## src/rtl/m00_axi_arbiter.sv

```systemverilog
// Two-into-one AXI4 master arbiter sharing the m00_axi port between two requesters.
// AW and AR are arbitrated independently (round-robin). W is ordered by a FIFO of
// granted write IDs, and B/R are routed back by ID bit 5 (source tag).

// Round-robin address-channel arbiter with an outstanding-transaction counter.
module m00_axi_arbiter_rr #(
  parameter int max_outstanding_p = 4
) (
  input  logic aclk,
  input  logic areset,
  input  logic valid0,
  input  logic valid1,
  input  logic blocked,
  input  logic m_ready,
  input  logic dec,
  output logic sel,
  output logic m_valid,
  output logic ready0,
  output logic ready1,
  output logic hs
);
  localparam int CW = $clog2(max_outstanding_p) + 1;

  typedef enum logic {ST_IDLE, ST_LOCKED} state_t;

  state_t          state;
  logic            lock_src;
  logic            prio;
  logic [CW-1:0]   cnt;
  logic            at_max;
  logic            block;
  logic            sel_valid;

  assign at_max    = (cnt == CW'(max_outstanding_p));
  assign block     = at_max | blocked;
  assign sel_valid = sel ? valid1 : valid0;
  assign m_valid   = sel_valid & ~block;
  assign ready0    = m_valid & m_ready & ~sel;
  assign ready1    = m_valid & m_ready & sel;
  assign hs        = m_valid & m_ready;

  // Winner: locked source while stalled, else the requester, prio breaks ties.
  always_comb begin
    sel = 1'b0;
    if (state == ST_LOCKED)    sel = lock_src;
    else if (valid0 && valid1) sel = prio;
    else                       sel = valid1;
  end

  // Lock on a stalled valid, rotate priority on handshake, track outstanding count.
  always_ff @(posedge aclk) begin
    if (areset) begin
      state    <= ST_IDLE;
      lock_src <= 1'b0;
      prio     <= 1'b0;
      cnt      <= '0;
    end else begin
      case (state)
        ST_IDLE: if (m_valid && !m_ready) begin
          state    <= ST_LOCKED;
          lock_src <= sel;
        end
        ST_LOCKED: if (hs) state <= ST_IDLE;
        default: state <= ST_IDLE;
      endcase
      if (hs) prio <= ~sel;
      if (hs && !dec && !at_max)            cnt <= cnt + CW'(1);
      else if (dec && !hs && cnt != '0)     cnt <= cnt - CW'(1);
    end
  end

  // Counter over/underflow means a requester or the slave broke the protocol.
  always_ff @(posedge aclk) begin
    if (!areset) begin
      assert (!(dec && !hs && cnt == '0));
      assert (!(hs && !dec && at_max));
    end
  end
endmodule

module m00_axi_arbiter #(
  parameter int C_M00_AXI_DATA_WIDTH = 32,
  parameter int C_M00_AXI_ADDR_WIDTH = 32,
  parameter int max_outstanding_p    = 4
) (
  input  logic                              aclk,
  input  logic                              areset,
  // requester 0
  input  logic [C_M00_AXI_ADDR_WIDTH-1:0]   s0_axi_awaddr,
  input  logic [4:0]                        s0_axi_awid,
  input  logic [7:0]                        s0_axi_awlen,
  input  logic [2:0]                        s0_axi_awsize,
  input  logic [1:0]                        s0_axi_awburst,
  input  logic                              s0_axi_awlock,
  input  logic [3:0]                        s0_axi_awcache,
  input  logic [2:0]                        s0_axi_awprot,
  input  logic [3:0]                        s0_axi_awqos,
  input  logic                              s0_axi_awvalid,
  output logic                              s0_axi_awready,
  input  logic [C_M00_AXI_DATA_WIDTH-1:0]   s0_axi_wdata,
  input  logic [C_M00_AXI_DATA_WIDTH/8-1:0] s0_axi_wstrb,
  input  logic                              s0_axi_wlast,
  input  logic                              s0_axi_wvalid,
  output logic                              s0_axi_wready,
  output logic                              s0_axi_bvalid,
  output logic [4:0]                        s0_axi_bid,
  output logic [1:0]                        s0_axi_bresp,
  input  logic                              s0_axi_bready,
  input  logic [C_M00_AXI_ADDR_WIDTH-1:0]   s0_axi_araddr,
  input  logic [4:0]                        s0_axi_arid,
  input  logic [7:0]                        s0_axi_arlen,
  input  logic [2:0]                        s0_axi_arsize,
  input  logic [1:0]                        s0_axi_arburst,
  input  logic                              s0_axi_arlock,
  input  logic [3:0]                        s0_axi_arcache,
  input  logic [2:0]                        s0_axi_arprot,
  input  logic [3:0]                        s0_axi_arqos,
  input  logic                              s0_axi_arvalid,
  output logic                              s0_axi_arready,
  output logic                              s0_axi_rvalid,
  output logic [C_M00_AXI_DATA_WIDTH-1:0]   s0_axi_rdata,
  output logic [4:0]                        s0_axi_rid,
  output logic                              s0_axi_rlast,
  output logic [1:0]                        s0_axi_rresp,
  input  logic                              s0_axi_rready,
  // requester 1
  input  logic [C_M00_AXI_ADDR_WIDTH-1:0]   s1_axi_awaddr,
  input  logic [4:0]                        s1_axi_awid,
  input  logic [7:0]                        s1_axi_awlen,
  input  logic [2:0]                        s1_axi_awsize,
  input  logic [1:0]                        s1_axi_awburst,
  input  logic                              s1_axi_awlock,
  input  logic [3:0]                        s1_axi_awcache,
  input  logic [2:0]                        s1_axi_awprot,
  input  logic [3:0]                        s1_axi_awqos,
  input  logic                              s1_axi_awvalid,
  output logic                              s1_axi_awready,
  input  logic [C_M00_AXI_DATA_WIDTH-1:0]   s1_axi_wdata,
  input  logic [C_M00_AXI_DATA_WIDTH/8-1:0] s1_axi_wstrb,
  input  logic                              s1_axi_wlast,
  input  logic                              s1_axi_wvalid,
  output logic                              s1_axi_wready,
  output logic                              s1_axi_bvalid,
  output logic [4:0]                        s1_axi_bid,
  output logic [1:0]                        s1_axi_bresp,
  input  logic                              s1_axi_bready,
  input  logic [C_M00_AXI_ADDR_WIDTH-1:0]   s1_axi_araddr,
  input  logic [4:0]                        s1_axi_arid,
  input  logic [7:0]                        s1_axi_arlen,
  input  logic [2:0]                        s1_axi_arsize,
  input  logic [1:0]                        s1_axi_arburst,
  input  logic                              s1_axi_arlock,
  input  logic [3:0]                        s1_axi_arcache,
  input  logic [2:0]                        s1_axi_arprot,
  input  logic [3:0]                        s1_axi_arqos,
  input  logic                              s1_axi_arvalid,
  output logic                              s1_axi_arready,
  output logic                              s1_axi_rvalid,
  output logic [C_M00_AXI_DATA_WIDTH-1:0]   s1_axi_rdata,
  output logic [4:0]                        s1_axi_rid,
  output logic                              s1_axi_rlast,
  output logic [1:0]                        s1_axi_rresp,
  input  logic                              s1_axi_rready,
  // shared master port
  output logic [5:0]                        m00_axi_awid,
  output logic [C_M00_AXI_ADDR_WIDTH-1:0]   m00_axi_awaddr,
  output logic [7:0]                        m00_axi_awlen,
  output logic [2:0]                        m00_axi_awsize,
  output logic [1:0]                        m00_axi_awburst,
  output logic                              m00_axi_awlock,
  output logic [3:0]                        m00_axi_awcache,
  output logic [2:0]                        m00_axi_awprot,
  output logic [3:0]                        m00_axi_awqos,
  output logic                              m00_axi_awvalid,
  input  logic                              m00_axi_awready,
  output logic [5:0]                        m00_axi_wid,
  output logic [C_M00_AXI_DATA_WIDTH-1:0]   m00_axi_wdata,
  output logic [C_M00_AXI_DATA_WIDTH/8-1:0] m00_axi_wstrb,
  output logic                              m00_axi_wlast,
  output logic                              m00_axi_wvalid,
  input  logic                              m00_axi_wready,
  input  logic [5:0]                        m00_axi_bid,
  input  logic [1:0]                        m00_axi_bresp,
  input  logic                              m00_axi_bvalid,
  output logic                              m00_axi_bready,
  output logic [5:0]                        m00_axi_arid,
  output logic [C_M00_AXI_ADDR_WIDTH-1:0]   m00_axi_araddr,
  output logic [7:0]                        m00_axi_arlen,
  output logic [2:0]                        m00_axi_arsize,
  output logic [1:0]                        m00_axi_arburst,
  output logic                              m00_axi_arlock,
  output logic [3:0]                        m00_axi_arcache,
  output logic [2:0]                        m00_axi_arprot,
  output logic [3:0]                        m00_axi_arqos,
  output logic                              m00_axi_arvalid,
  input  logic                              m00_axi_arready,
  input  logic [5:0]                        m00_axi_rid,
  input  logic [C_M00_AXI_DATA_WIDTH-1:0]   m00_axi_rdata,
  input  logic [1:0]                        m00_axi_rresp,
  input  logic                              m00_axi_rlast,
  input  logic                              m00_axi_rvalid,
  output logic                              m00_axi_rready
);
  localparam int PW = $clog2(max_outstanding_p);

  logic          aw_sel, aw_hs, ar_sel, ar_hs;
  logic          w_pop, wq_empty, wq_full, w_src;
  logic [5:0]    wq_mem [max_outstanding_p];
  logic [PW:0]   wq_wr, wq_rd;
  logic [5:0]    wq_head;

  m00_axi_arbiter_rr #(.max_outstanding_p(max_outstanding_p)) u_aw (
    .aclk(aclk), .areset(areset),
    .valid0(s0_axi_awvalid), .valid1(s1_axi_awvalid),
    .blocked(wq_full), .m_ready(m00_axi_awready),
    .dec(m00_axi_bvalid & m00_axi_bready),
    .sel(aw_sel), .m_valid(m00_axi_awvalid),
    .ready0(s0_axi_awready), .ready1(s1_axi_awready), .hs(aw_hs)
  );

  m00_axi_arbiter_rr #(.max_outstanding_p(max_outstanding_p)) u_ar (
    .aclk(aclk), .areset(areset),
    .valid0(s0_axi_arvalid), .valid1(s1_axi_arvalid),
    .blocked(1'b0), .m_ready(m00_axi_arready),
    .dec(m00_axi_rvalid & m00_axi_rready & m00_axi_rlast),
    .sel(ar_sel), .m_valid(m00_axi_arvalid),
    .ready0(s0_axi_arready), .ready1(s1_axi_arready), .hs(ar_hs)
  );

  assign m00_axi_awid    = {aw_sel, aw_sel ? s1_axi_awid : s0_axi_awid};
  assign m00_axi_awaddr  = aw_sel ? s1_axi_awaddr  : s0_axi_awaddr;
  assign m00_axi_awlen   = aw_sel ? s1_axi_awlen   : s0_axi_awlen;
  assign m00_axi_awsize  = aw_sel ? s1_axi_awsize  : s0_axi_awsize;
  assign m00_axi_awburst = aw_sel ? s1_axi_awburst : s0_axi_awburst;
  assign m00_axi_awlock  = aw_sel ? s1_axi_awlock  : s0_axi_awlock;
  assign m00_axi_awcache = aw_sel ? s1_axi_awcache : s0_axi_awcache;
  assign m00_axi_awprot  = aw_sel ? s1_axi_awprot  : s0_axi_awprot;
  assign m00_axi_awqos   = aw_sel ? s1_axi_awqos   : s0_axi_awqos;

  assign m00_axi_arid    = {ar_sel, ar_sel ? s1_axi_arid : s0_axi_arid};
  assign m00_axi_araddr  = ar_sel ? s1_axi_araddr  : s0_axi_araddr;
  assign m00_axi_arlen   = ar_sel ? s1_axi_arlen   : s0_axi_arlen;
  assign m00_axi_arsize  = ar_sel ? s1_axi_arsize  : s0_axi_arsize;
  assign m00_axi_arburst = ar_sel ? s1_axi_arburst : s0_axi_arburst;
  assign m00_axi_arlock  = ar_sel ? s1_axi_arlock  : s0_axi_arlock;
  assign m00_axi_arcache = ar_sel ? s1_axi_arcache : s0_axi_arcache;
  assign m00_axi_arprot  = ar_sel ? s1_axi_arprot  : s0_axi_arprot;
  assign m00_axi_arqos   = ar_sel ? s1_axi_arqos   : s0_axi_arqos;

  // W-order FIFO: one extra pointer bit distinguishes full from empty.
  assign wq_empty = (wq_wr == wq_rd);
  assign wq_full  = (wq_wr[PW] != wq_rd[PW]) && (wq_wr[PW-1:0] == wq_rd[PW-1:0]);
  assign wq_head  = wq_mem[wq_rd[PW-1:0]];
  assign w_src    = wq_head[5];
  assign w_pop    = m00_axi_wvalid & m00_axi_wready & m00_axi_wlast;

  // FIFO pointers: push on AW handshake, pop on the last W beat.
  always_ff @(posedge aclk) begin
    if (areset) begin
      wq_wr <= '0;
      wq_rd <= '0;
    end else begin
      if (aw_hs) wq_wr <= wq_wr + 1'b1;
      if (w_pop) wq_rd <= wq_rd + 1'b1;
    end
  end

  // FIFO storage holds the full tagged ID so m00_axi_wid needs no extra mux.
  always_ff @(posedge aclk) begin
    if (aw_hs) wq_mem[wq_wr[PW-1:0]] <= m00_axi_awid;
  end

  assign m00_axi_wid    = wq_head;
  assign m00_axi_wdata  = w_src ? s1_axi_wdata : s0_axi_wdata;
  assign m00_axi_wstrb  = w_src ? s1_axi_wstrb : s0_axi_wstrb;
  assign m00_axi_wlast  = w_src ? s1_axi_wlast : s0_axi_wlast;
  assign m00_axi_wvalid = ~wq_empty & (w_src ? s1_axi_wvalid : s0_axi_wvalid);
  assign s0_axi_wready  = ~wq_empty & ~w_src & m00_axi_wready;
  assign s1_axi_wready  = ~wq_empty &  w_src & m00_axi_wready;

  assign s0_axi_bvalid  = m00_axi_bvalid & ~m00_axi_bid[5];
  assign s1_axi_bvalid  = m00_axi_bvalid &  m00_axi_bid[5];
  assign s0_axi_bid     = m00_axi_bid[4:0];
  assign s1_axi_bid     = m00_axi_bid[4:0];
  assign s0_axi_bresp   = m00_axi_bresp;
  assign s1_axi_bresp   = m00_axi_bresp;
  assign m00_axi_bready = m00_axi_bid[5] ? s1_axi_bready : s0_axi_bready;

  assign s0_axi_rvalid  = m00_axi_rvalid & ~m00_axi_rid[5];
  assign s1_axi_rvalid  = m00_axi_rvalid &  m00_axi_rid[5];
  assign s0_axi_rid     = m00_axi_rid[4:0];
  assign s1_axi_rid     = m00_axi_rid[4:0];
  assign s0_axi_rdata   = m00_axi_rdata;
  assign s1_axi_rdata   = m00_axi_rdata;
  assign s0_axi_rlast   = m00_axi_rlast;
  assign s1_axi_rlast   = m00_axi_rlast;
  assign s0_axi_rresp   = m00_axi_rresp;
  assign s1_axi_rresp   = m00_axi_rresp;
  assign m00_axi_rready = m00_axi_rid[5] ? s1_axi_rready : s0_axi_rready;
endmodule
```

## config.mk

```make
export PLATFORM = sky130hd
export DESIGN_NAME = m00_axi_arbiter
export DESIGN_NICKNAME = d
export VERILOG_FILES = /design/src/rtl/m00_axi_arbiter.sv
export SDC_FILE = /design/constraint.sdc
export NUM_CORES = 1
export LEC_CHECK = 0
export CAP_MARGIN = 10
export CORE_AREA = 2 2 258 260
export DETAILED_ROUTE_END_ITERATION = 6
export DIE_AREA = 0 0 260 262
export GPL_TIMING_DRIVEN = 1
export SLEW_MARGIN = 20
export SYNTH_ARGS = -nofsm -noshare
export SYNTH_HDL_FRONTEND = slang
export SYNTH_SLANG_ARGS = --single-unit
```

## constraint.sdc

```tcl
create_clock -name aclk -period 2.4 [get_ports aclk]
set_input_delay 0.24 -clock aclk [delete_from_list [all_inputs] [get_ports aclk]]
set_output_delay 0.24 -clock aclk [all_outputs]
set_load 0.05 [all_outputs]
```

==> flow_summary.rst <==
.. list-table::
   :header-rows: 1

   * - Metric
     - Value
   * - Number of optimization iterations in the first detailed-route pass
     - 4
   * - Worst endpoint data arrival time
     - 2110 ps
   * - Flip-flop cell with the highest count after synthesis
     - edfxtp_1
   * - Share of the cycle needed by the critical path after routing
     - 0.980
   * - Pin count of the biggest net entering global routing
     - 45
   * - Number of distinct library cell variants in the gate-level netlist after synthesis
     - 49
   * - Final count of negative-setup-slack endpoints
     - 0
   * - Routed wire length per instance
     - 16.7 µm
   * - Hold crit path type
     - reg -> reg
   * - Critical path type
     - in -> out
   * - Master cell of the clock root buffer
     - clkbuf_16
   * - Overall power consumption
     - 5.47 mW
   * - CTS tree
     - yes
   * - Post-synth EDFFs
     - 24
   * - Residual DRC count
     - 0
   * - Share of async-settable or async-resettable flops after synthesis
     - 0
   * - Hold Fails Final Rpt
     - 0
   * - Source of the critical timing path
     - s1_axi_awvalid
   * - Clock buffer count from CTS
     - 5
   * - Buffer and inverter count on the worst path
     - 6
   * - Cell-by-cell listing of the critical path
     - clkdlybuf4s50_1 > buf_4 > o21ai_0 > buf_4 > o21ai_4 > buf_12 > buf_6 > mux2_2 > buf_4
   * - Power density over cell area
     - 487 nW/µm²
   * - Type of destination of the critical path
     - output pin
   * - Per-cell via count in the routed design
     - 3.04
   * - Portion of total power attributed to sequential cells
     - 0.163
   * - Min-Delay Startpoint
     - u_ar.prio
   * - Net load switching power
     - 2.38 mW
   * - Clock sink count
     - 44
   * - Wire length of the first global-routing pass
     - 38.5 mm
   * - Number of core rows
     - 94
   * - WHS
     - 472 ps
   * - Switching power as a share of total power
     - 0.434
   * - Overflow left after global routing
     - 0
   * - Slew Viols, Final
     - 0
   * - Share of synthesized area occupied by flip-flops and latches
     - 0.232
   * - Post-layout net count
     - 1312
   * - H-Tree Level Count
     - 2
   * - Int Pwr
     - 3.10 mW
   * - Buffers from clock root to sink, at most
     - 2
   * - Worst R2R Start
     - u_ar.cnt[2]
   * - Total via count after detailed routing
     - 5429
   * - Count of warnings emitted by yosys
     - 0
   * - Initial Utilization
     - 0.0740
   * - Max IR drop VDD
     - 0.221 mV
   * - Total standard cell area after synthesis
     - 4830 µm²
   * - Critical path required time
     - 2160 ps
   * - Fmax
     - 425 MHz
   * - Number of nets in the synthesized netlist
     - 856
   * - Hpwl dp
     - 26.0 mm
   * - Proportion of power drawn by the clock network
     - 0.155
   * - Combinational share of power
     - 0.681
   * - Initial antenna violation count
     - 11
   * - Critical Path Fanout Max
     - 11
   * - Total Routed Length
     - 29.7 mm
   * - Number of register bits inferred by synthesis
     - 44
   * - Number of buffers added on ports
     - 527
   * - Transition time at the pin with the least slew margin
     - 516 ps
   * - Later-pin clock latency in the skew report
     - 310 ps
   * - Register clock-pin slew on the reported worst setup and hold paths
     - 100 ps
   * - Share of cells above drive strength 1
     - 0.449
   * - Cell type with the highest occurrence count on the critical path
     - buf_4
   * - Height of the die
     - 262 µm
   * - Sort of element at the start of the critical path
     - input port
   * - Count of maximum capacitance violations
     - 0
   * - Post-route ant nets
     - 0
   * - Fin Clk Skew
     - 29.2 ps
   * - Global placement routability congestion
     - 0.837
   * - Setup repair after global routing missed its margin
     - yes
   * - Die span in x
     - 260 µm
   * - Number of placed I/O pins
     - 666
   * - Largest stage delay on the critical path
     - 490 ps
   * - DR iter-0 viols
     - 121
   * - Total routing usage reported by global routing
     - 0.0785
   * - Mean area per synthesized cell
     - 10.5 µm²
   * - Headroom to the max-slew limit
     - 0.655
   * - Syn-to-layout area delta
     - 133%
   * - Largest delay share family, worst path
     - buffers and inverters
   * - Via count of the first global-routing pass
     - 5725
   * - Max stage delay cell, worst path
     - clkdlybuf4s50_1
   * - Die outline area
     - 68100 µm²
   * - Min Tclk post-route
     - 2350 ps
   * - Static Leak
     - 4.25 nW
   * - Status
     - complete, no violations
   * - Number of instances in the synthesized netlist
     - 461
   * - Core region area
     - 65300 µm²
-- flip-flops by register name, indices dropped and copies added, names as in the netlist, named ones only --
name,cells
wq_mem,24
u_ar.cnt,3
u_aw.cnt,3
wq_rd,3
wq_wr,3
u_ar.lock_src,1
u_ar.prio,1
u_aw.lock_src,1
u_aw.prio,1
-- power by group through the flow --
stage	registers [mW]	clock network [mW]	logic, mW
2_1_floorplan	0.908	0	2.42
3_3_place_gp	0.907	0	3.63
3_5_place_dp	0.910	0	3.66
4_1_cts	0.894	0.908	3.68
5_1_grt	0.901	0.921	3.89
6_report	0.894	0.850	3.73
-- per-layer routing --
metal / routed length, µm / part of all wire / GRT usage / vias to the layer above
li1: - / - / - / 2475
met1: 10800 / 0.36 / 0.0823 / 2527
met2: 15800 / 0.53 / 0.149 / 388
met3: 2550 / 0.086 / 0.0275 / 33
met4: 612 / 0.021 / 0.0172 / 6
met5: 34 / 0.0011 / 0 / -
-- repair_timing --
action	in CTS	in global routing
gates cloned	0	3
hold buffers	0	0
gates resized for setup	2	32
endpoints found under the setup margin	29	74
buffers inserted	1	1
pin swaps	0	1
-- synthesized netlist by cell type (3+ instances only) --
library cell / number / area [µm²]
ha_1: 5 / 62.6
and2_1: 4 / 25.0
edfxtp_1: 24 / 721
clkbuf_1: 6 / 22.5
mux4_2: 7 / 158
nand2_1: 11 / 41.3
buf_4: 96 / 721
a21oi_1: 3 / 15.0
nor2_1: 23 / 86.3
nand3_1: 5 / 25.0
mux2_2: 163 / 1840
xnor2_1: 6 / 52.6
xor2_1: 3 / 26.3
o21ai_0: 4 / 20.0
buf_2: 14 / 70.1
inv_1: 11 / 41.3
a221oi_1: 3 / 26.3
nor2b_1: 3 / 18.8
and3_1: 8 / 50.1
mux2i_1: 6 / 60.1
dfxtp_1: 20 / 400
-- worst paths after layout --
check / endpoint / slack [ps] / depth (start not counted)
max: m00_axi_awaddr[13] / 50 / 9
min: u_ar.prio / 470 / 2
max reg2reg: u_ar.cnt[2] / 50 / 8
min reg2reg: u_ar.prio / 470 / 2
-- per-stage QoR --
stage	util	instances	TNS [ps]	worst slack (ps)	instance area, µm²
3_5_place_dp	0.166	1769	-907	-386	10900
6_report	0.172	1785	0	47.2	11200
4_1_cts	0.169	1778	0	2.66	11000
5_1_grt	0.172	1783	-63.2	-32.7	11200
2_1_floorplan	-	461	0	44.1	4850
3_3_place_gp	0.166	1769	-756	-378	10900
-- layout make-up --
class	instances	area, µm²
diodes	3	7.51
well taps	864	1080
repair buffers	567	5940
clock buffers	5	125
inverters	11	41.3
flip-flops and latches	44	1120
multi-input cells	288	2880
fillers	7240	54000
clock inverters	3	46.3
-- logic make-up after synthesis --
kind of cell	count (synthesis)	synth area share
compound gates	26	0.0461
fa+ha+maj	7	0.0212
flops	44	0.232
xor+xnor	9	0.0163
mux	177	0.427
buf+inv	129	0.182
simple gates	69	0.0756
-- tightest hold or removal path, stage by stage, from the launching register on --
cell     delay, ps
dfxtp_1        330
nand2_1         50
a21oi_1         50
-- cells in the final DEF, fill, tap and decap left out, types with 2 or more instances in the layout --
master,count
clkdlybuf4s50_1,348
mux2_2,161
buf_4,137
buf_12,52
buf_6,25
edfxtp_1,24
nor2_1,22
dfxtp_1,19
inv_1,11
nand2_1,10
and3_1,8
mux4_2,7
clkbuf_16,7
mux2i_1,6
xnor2_1,6
nand3_1,5
ha_1,5
and2_1,4
diode_2,3
o21ai_0,3
mux2_4,3
xor2_1,3
nor2b_1,3
a21oi_1,3
a221oi_1,3
nand2b_1,2
or2_2,2
nand2_4,2
or3_1,2
dlymetal6s2s_1,2
(Power assumes the default switching activity.)
